### src/rtl/uart_pkg.sv
// Shared types and constants for the UART transmitter.
package uart_pkg;

  localparam int   DATA_W    = 8;
  localparam logic START_BIT = 1'b0;
  localparam logic STOP_BIT  = 1'b1;

  typedef enum logic [2:0] {
    ST_IDLE,
    ST_START,
    ST_DATA,
    ST_PARITY,
    ST_STOP
  } state_e;

endpackage

### src/rtl/uart_fifo.sv
// Single-clock transmit FIFO with combinational head read and a dropped-write pulse.
module uart_fifo
  import uart_pkg::*;
#(
  parameter int DEPTH = 16,
  parameter int WIDTH = DATA_W
) (
  input  logic             clk,
  input  logic             reset,
  input  logic             push_i,
  input  logic [WIDTH-1:0] din_i,
  input  logic             pop_i,
  output logic [WIDTH-1:0] dout_o,
  output logic             full_o,
  output logic             empty_o,
  output logic             overrun_o
);

  localparam int AW = $clog2(DEPTH);
  localparam int CW = AW + 1;

  logic [WIDTH-1:0] mem_q [DEPTH];
  logic [AW-1:0]    wr_ptr_q;
  logic [AW-1:0]    rd_ptr_q;
  logic [CW-1:0]    count_q;
  logic             overrun_q;
  logic             do_push;
  logic             do_pop;

  assign full_o    = (count_q == CW'(DEPTH));
  assign empty_o   = (count_q == '0);
  assign overrun_o = overrun_q;
  assign dout_o    = mem_q[rd_ptr_q];

  // A push against a full FIFO is dropped even when a pop frees a slot this cycle.
  assign do_push = push_i && !full_o;
  assign do_pop  = pop_i && !empty_o;

  always_ff @(posedge clk) begin
    if (reset) begin
      wr_ptr_q  <= '0;
      rd_ptr_q  <= '0;
      count_q   <= '0;
      overrun_q <= 1'b0;
    end else begin
      overrun_q <= push_i && full_o;
      if (do_push) begin
        mem_q[wr_ptr_q] <= din_i;
        wr_ptr_q        <= wr_ptr_q + 1'b1;
      end
      if (do_pop) begin
        rd_ptr_q <= rd_ptr_q + 1'b1;
      end
      case ({do_push, do_pop})
        2'b10:   count_q <= count_q + 1'b1;
        2'b01:   count_q <= count_q - 1'b1;
        default: count_q <= count_q;
      endcase
    end
  end

endmodule

### src/rtl/uart_tx.sv
// FIFO-buffered UART transmitter: start, 8 data bits LSB first, stop; txd is registered.
// Build option UART_TX_PARITY_EN inserts an even-parity bit between the data and stop bits.
//
// state   | meaning
// IDLE    | line high, waiting for a queued byte
// START   | start bit (low)
// DATA    | data bits 0..7, LSB first
// PARITY  | even parity of the byte (parity builds only)
// STOP    | stop bit (high); chains straight into the next START if a byte is queued
module uart_tx
  import uart_pkg::*;
#(
  parameter int DIVISOR    = 434,
  parameter int FIFO_DEPTH = 16
) (
  input  logic       clk,
  input  logic       reset,
  input  logic [7:0] din,
  input  logic       wr,
  output logic       full,
  output logic       empty,
  output logic       busy,
  output logic       overrun,
  output logic       txd
);

  state_e              state_q, state_d;
  logic [15:0]         baud_cnt_q, baud_cnt_d;
  logic [2:0]          bit_idx_q, bit_idx_d;
  logic [DATA_W-1:0]   shift_q, shift_d;
  logic                txd_q, txd_d;
  logic                bit_done;
  logic                fifo_pop;
  logic [DATA_W-1:0]   fifo_dout;

  uart_fifo #(
    .DEPTH (FIFO_DEPTH),
    .WIDTH (DATA_W)
  ) u_fifo (
    .clk       (clk),
    .reset     (reset),
    .push_i    (wr),
    .din_i     (din),
    .pop_i     (fifo_pop),
    .dout_o    (fifo_dout),
    .full_o    (full),
    .empty_o   (empty),
    .overrun_o (overrun)
  );

  assign bit_done = (baud_cnt_q == 16'(DIVISOR - 1));
  assign busy     = (state_q != ST_IDLE);
  assign txd      = txd_q;

  always_ff @(posedge clk) begin
    if (reset) begin
      state_q    <= ST_IDLE;
      baud_cnt_q <= '0;
      bit_idx_q  <= '0;
      shift_q    <= '0;
      txd_q      <= STOP_BIT;
    end else begin
      state_q    <= state_d;
      baud_cnt_q <= baud_cnt_d;
      bit_idx_q  <= bit_idx_d;
      shift_q    <= shift_d;
      txd_q      <= txd_d;
    end
  end

`ifdef UART_TX_PARITY_EN
  logic parity_q;

  // Parity is taken from the byte as it leaves the FIFO, before any shifting.
  always_ff @(posedge clk) begin
    if (reset) begin
      parity_q <= 1'b0;
    end else if (fifo_pop) begin
      parity_q <= ^fifo_dout;
    end
  end
`endif

  always_comb begin
    state_d    = state_q;
    baud_cnt_d = '0;
    bit_idx_d  = bit_idx_q;
    shift_d    = shift_q;
    fifo_pop   = 1'b0;
    if (state_q != ST_IDLE && !bit_done) begin
      baud_cnt_d = baud_cnt_q + 16'd1;
    end
    case (state_q)
      ST_IDLE: begin
        if (!empty) begin
          fifo_pop = 1'b1;
          shift_d  = fifo_dout;
          state_d  = ST_START;
        end
      end
      ST_START: begin
        if (bit_done) begin
          state_d   = ST_DATA;
          bit_idx_d = '0;
        end
      end
      ST_DATA: begin
        if (bit_done) begin
          if (bit_idx_q == 3'd7) begin
`ifdef UART_TX_PARITY_EN
            state_d = ST_PARITY;
`else
            state_d = ST_STOP;
`endif
          end else begin
            bit_idx_d = bit_idx_q + 3'd1;
            shift_d   = shift_q >> 1;
          end
        end
      end
      ST_PARITY: begin
        if (bit_done) begin
          state_d = ST_STOP;
        end
      end
      ST_STOP: begin
        if (bit_done) begin
          if (!empty) begin
            fifo_pop = 1'b1;
            shift_d  = fifo_dout;
            state_d  = ST_START;
          end else begin
            state_d = ST_IDLE;
          end
        end
      end
      default: state_d = ST_IDLE;
    endcase
  end

  // Line level is decoded from the next state so txd changes on the same edge as the FSM.
  always_comb begin
    txd_d = STOP_BIT;
    case (state_d)
      ST_START:  txd_d = START_BIT;
      ST_DATA:   txd_d = shift_d[0];
`ifdef UART_TX_PARITY_EN
      ST_PARITY: txd_d = parity_q;
`endif
      default:   txd_d = STOP_BIT;
    endcase
  end

endmodule

### config.mk
export PLATFORM = sky130hd
export DESIGN_NAME = uart_tx
export DESIGN_NICKNAME = d
export VERILOG_FILES = /design/src/rtl/uart_pkg.sv /design/src/rtl/uart_fifo.sv /design/src/rtl/uart_tx.sv
export SDC_FILE = /design/constraint.sdc
export NUM_CORES = 1
export LEC_CHECK = 0
export ABC_AREA = 1
export CORE_UTILIZATION = 45
export DETAILED_ROUTE_END_ITERATION = 7
export GPL_TIMING_DRIVEN = 0
export PLACE_DENSITY = 0.69
export SLEW_MARGIN = 10
export SYNTH_ARGS = -nofsm -noshare
export SYNTH_HDL_FRONTEND = slang
export SYNTH_SLANG_ARGS = --single-unit
### constraint.sdc
create_clock -name clk -period 2.76 [get_ports clk]
set_input_delay 0.414 -clock clk [delete_from_list [all_inputs] [get_ports clk]]
set_output_delay 0.414 -clock clk [all_outputs]
set_load 0.005 [all_outputs]
==> flow_metrics.env <==
export IMPL_finalCritPeriodShare_pct=93.8
export IMPL_place_inst=973
export IMPL_start_kind="flop"
export IMPL_layout_drive_gt1_share_pct=9.41
export IMPL_slew_viol_final=0
export IMPL_max_slew_worst_pin_slew_ps=1090
export IMPL_critPathArrivalTime_ps=2650
export IMPL_vias=5503
export IMPL_syn_area_mm2=0.00758
export IMPL_port_buffers=15
export IMPL_max_freq_ghz=0.386
export IMPL_slowest_stage="nor2_1"
export IMPL_worst_slack_ps=170
export IMPL_synthTopCellsByArea="edfxtp_1, dfxtp_1, nor2_1, o21ai_0, nand2_1"
export IMPL_cts_root_buf="clkbuf_16"
export IMPL_synth_top_cell_area_share_pct=50.7
export IMPL_num_rows=47
export IMPL_status="completed"
export IMPL_critPathCaptureType="flop"
export IMPL_p_clk_share_pct=30.0
export IMPL_die_y_um=132
export IMPL_hp_class="flop to flop"
export IMPL_cts_buffers=17
export IMPL_synth_edf_count=128
export IMPL_async_flop_share_pct=0
export IMPL_synth_area_per_cell_um2=10.3
export IMPL_p_int_mw=4.94
export IMPL_ios=16
export IMPL_crit_type="flop to flop"
export IMPL_finalCoreUtilization_pct=52.0
export IMPL_grt_setup_unrepaired="false"
export IMPL_fp_dieW_um=132
export IMPL_yosys_warnings=0
export IMPL_drt_vias_per_instance=5.47
export IMPL_grt_max_degree=17
export IMPL_final_cells=1006
export IMPL_drv_cap=0
export IMPL_p_per_area_mw_per_mm2=870
export IMPL_timing_hold_ws_ps=443
export IMPL_cts_sinks=177
export IMPL_dieArea_mm2=0.0174
export IMPL_hold_viol_final=0
export IMPL_synth_common_cells="nor2_1, edfxtp_1, o21ai_0"
export IMPL_slew_headroom_pct=27.2
export IMPL_seq_area_frac_synth_pct=63.6
export IMPL_holdBufCountCts=0
export IMPL_p_seq_share_pct=41.2
export IMPL_path_clk_slew_ps=60
export IMPL_worst_path_buf_inv=3
export IMPL_setup_viol=0
export IMPL_drc_errors=0
export IMPL_ys_ff_latch=177
export IMPL_grt_antenna_before_repair=0
export IMPL_cts_tree="yes"
export IMPL_num_antenna_cells=0
export IMPL_ir_drop_mv=0.545
export IMPL_post_dp_hpwl_um=11800
export IMPL_dr_pass1_iters=5
export IMPL_synth_ff_type="edfxtp_1"
export IMPL_nets=796
export IMPL_routed_wl_um=18000
export IMPL_start_util_pct=45.9
export IMPL_gp_congestion=0.846
export IMPL_cts_path_max_buffers=2
export IMPL_synth_top_area_cell="edfxtp_1"
export IMPL_p_leak_nw=3.02
export IMPL_yosys_cell_types_count=39
export IMPL_pre_cts_ws_ps=-79.4
export IMPL_worstPathRequired_ps=2820
export IMPL_finalPower_mw=7.47
export IMPL_drtIter0Drc=539
export IMPL_max_stage_delay_ps=840
export IMPL_min_period_ps=2590
export IMPL_synth_nets=760
export IMPL_synthesis_instances=738
export IMPL_skew_ps=9.89
export IMPL_grt_pass1_wl_um=27700
export IMPL_cts_max_level=4
export IMPL_crit_chain="inv_1 > nand4_1 > nand2_1 > inv_1 > nand2_1 > inv_1 > nand2_1 > nor2_1"
export IMPL_core_area_mm2=0.0165
export IMPL_track_usage_pct=21.6
export IMPL_wire_per_inst_um=17.9
export IMPL_clkLatencyLatePin_ps=440
export IMPL_synth_most_common_cell="nor2_1"
export IMPL_sw_frac_of_total_pct=33.9
export IMPL_nFillCells=1454
export IMPL_p_sw_mw=2.54
export IMPL_grt_overflow_total=0
export IMPL_cp_max_fo=8
export IMPL_area_growth_pct=13.3
export IMPL_comb_power_share_pct=28.9
export IMPL_grt_pass1_vias=5019
export IMPL_critPathTopFamily="simple AND/OR/NAND/NOR gates"
export IMPL_postRouteAntennaNets=0
## cell usage in the layout, fill, tap and decap left out, types with 3 or more instances in the layout
master,n
nor2_1,141
clkdlybuf4s50_1,15
nand4_1,9
nand3_1,31
buf_2,11
edfxtp_1,128
nor2_2,8
xor2_1,7
ha_1,9
dfxtp_1,48
inv_2,5
o211ai_1,24
clkinv_1,4
inv_1,61
nor3_1,4
nand2_2,3
o22ai_1,15
clkbuf_1,16
clkinvlp_4,5
a21oi_1,25
nand2_1,72
o21ai_0,85
o221ai_1,5
clkbuf_16,17
buf_4,3
## per-stage QoR
stage / setup TNS [ps] / instance area, µm²
after floorplan: 0 / 7580
after global placement: 0 / 8010
after detailed placement: -201 / 8010
after CTS: 0 / 8550
after global routing: 0 / 8590
final: 0 / 8590
## kinds of logic after synthesis
kind of cell,count (synthesis),synth area share [%]
flops,177,63.6
buf+inv,96,4.93
compound gates,166,12.6
simple gates,280,16.1
xor+xnor,8,0.924
fa+ha+maj,11,1.81
## power groups by stage
stage               logic, mW  clock network (mW)  registers (mW)
floorplan                1.38                   0            3.11
global placement         2.02                   0            3.13
detailed placement       2.04                   0            3.13
CTS                      2.06                2.27            3.08
global route             2.38                2.36            3.09
finish                   2.16                2.24            3.08
## state kept, by name (all words and copies together), names as in the netlist, named ones only
signal            count
u_fifo.mem_q        128
baud_cnt_q           16
shift_q               8
u_fifo.count_q        5
u_fifo.rd_ptr_q       4
u_fifo.wr_ptr_q       4
bit_idx_q             3
state_q               3
txd                   1
u_fifo.overrun_o      1
## cell type report
type	instances	area, µm²	share of cell area (%)
flip-flops and latches	177	4830	56.2
clock buffers	17	425	4.95
clock inverters	14	116	1.35
inverters	68	259	3.01
well taps	220	275	3.20
repair buffers	18	173	2.01
multi-input cells	465	2400	28.0
plain buffers	27	115	1.34
## final timing paths
path	startpoint	endpoint	slack [ps]	cells after the start
worst max-delay path	u_fifo.count_q[1]	u_fifo.mem_q[7][0]	170	8
worst min-delay path	baud_cnt_q[0]	baud_cnt_q[0]	440	1
worst max register to register	u_fifo.count_q[1]	u_fifo.mem_q[7][0]	170	8
worst min register to register	baud_cnt_q[0]	baud_cnt_q[0]	440	1
## repair_timing
| item | CTS | global route |
|---|---|---|
| endpoints found under the setup margin | 1 | 3 |
| cloned | 0 | 0 |
| resized for setup | 0 | 6 |
| buffers inserted | 0 | 3 |
## routing by layer
metal	share of wire, %	routed length [µm]	GRT usage [%]
met1	43	7780	28.3
met2	46	8350	34.5
met3	7.8	1400	3.96
met4	2.7	488	11.0
met5	0	0	0
Power figures use the tool's default switching activity.
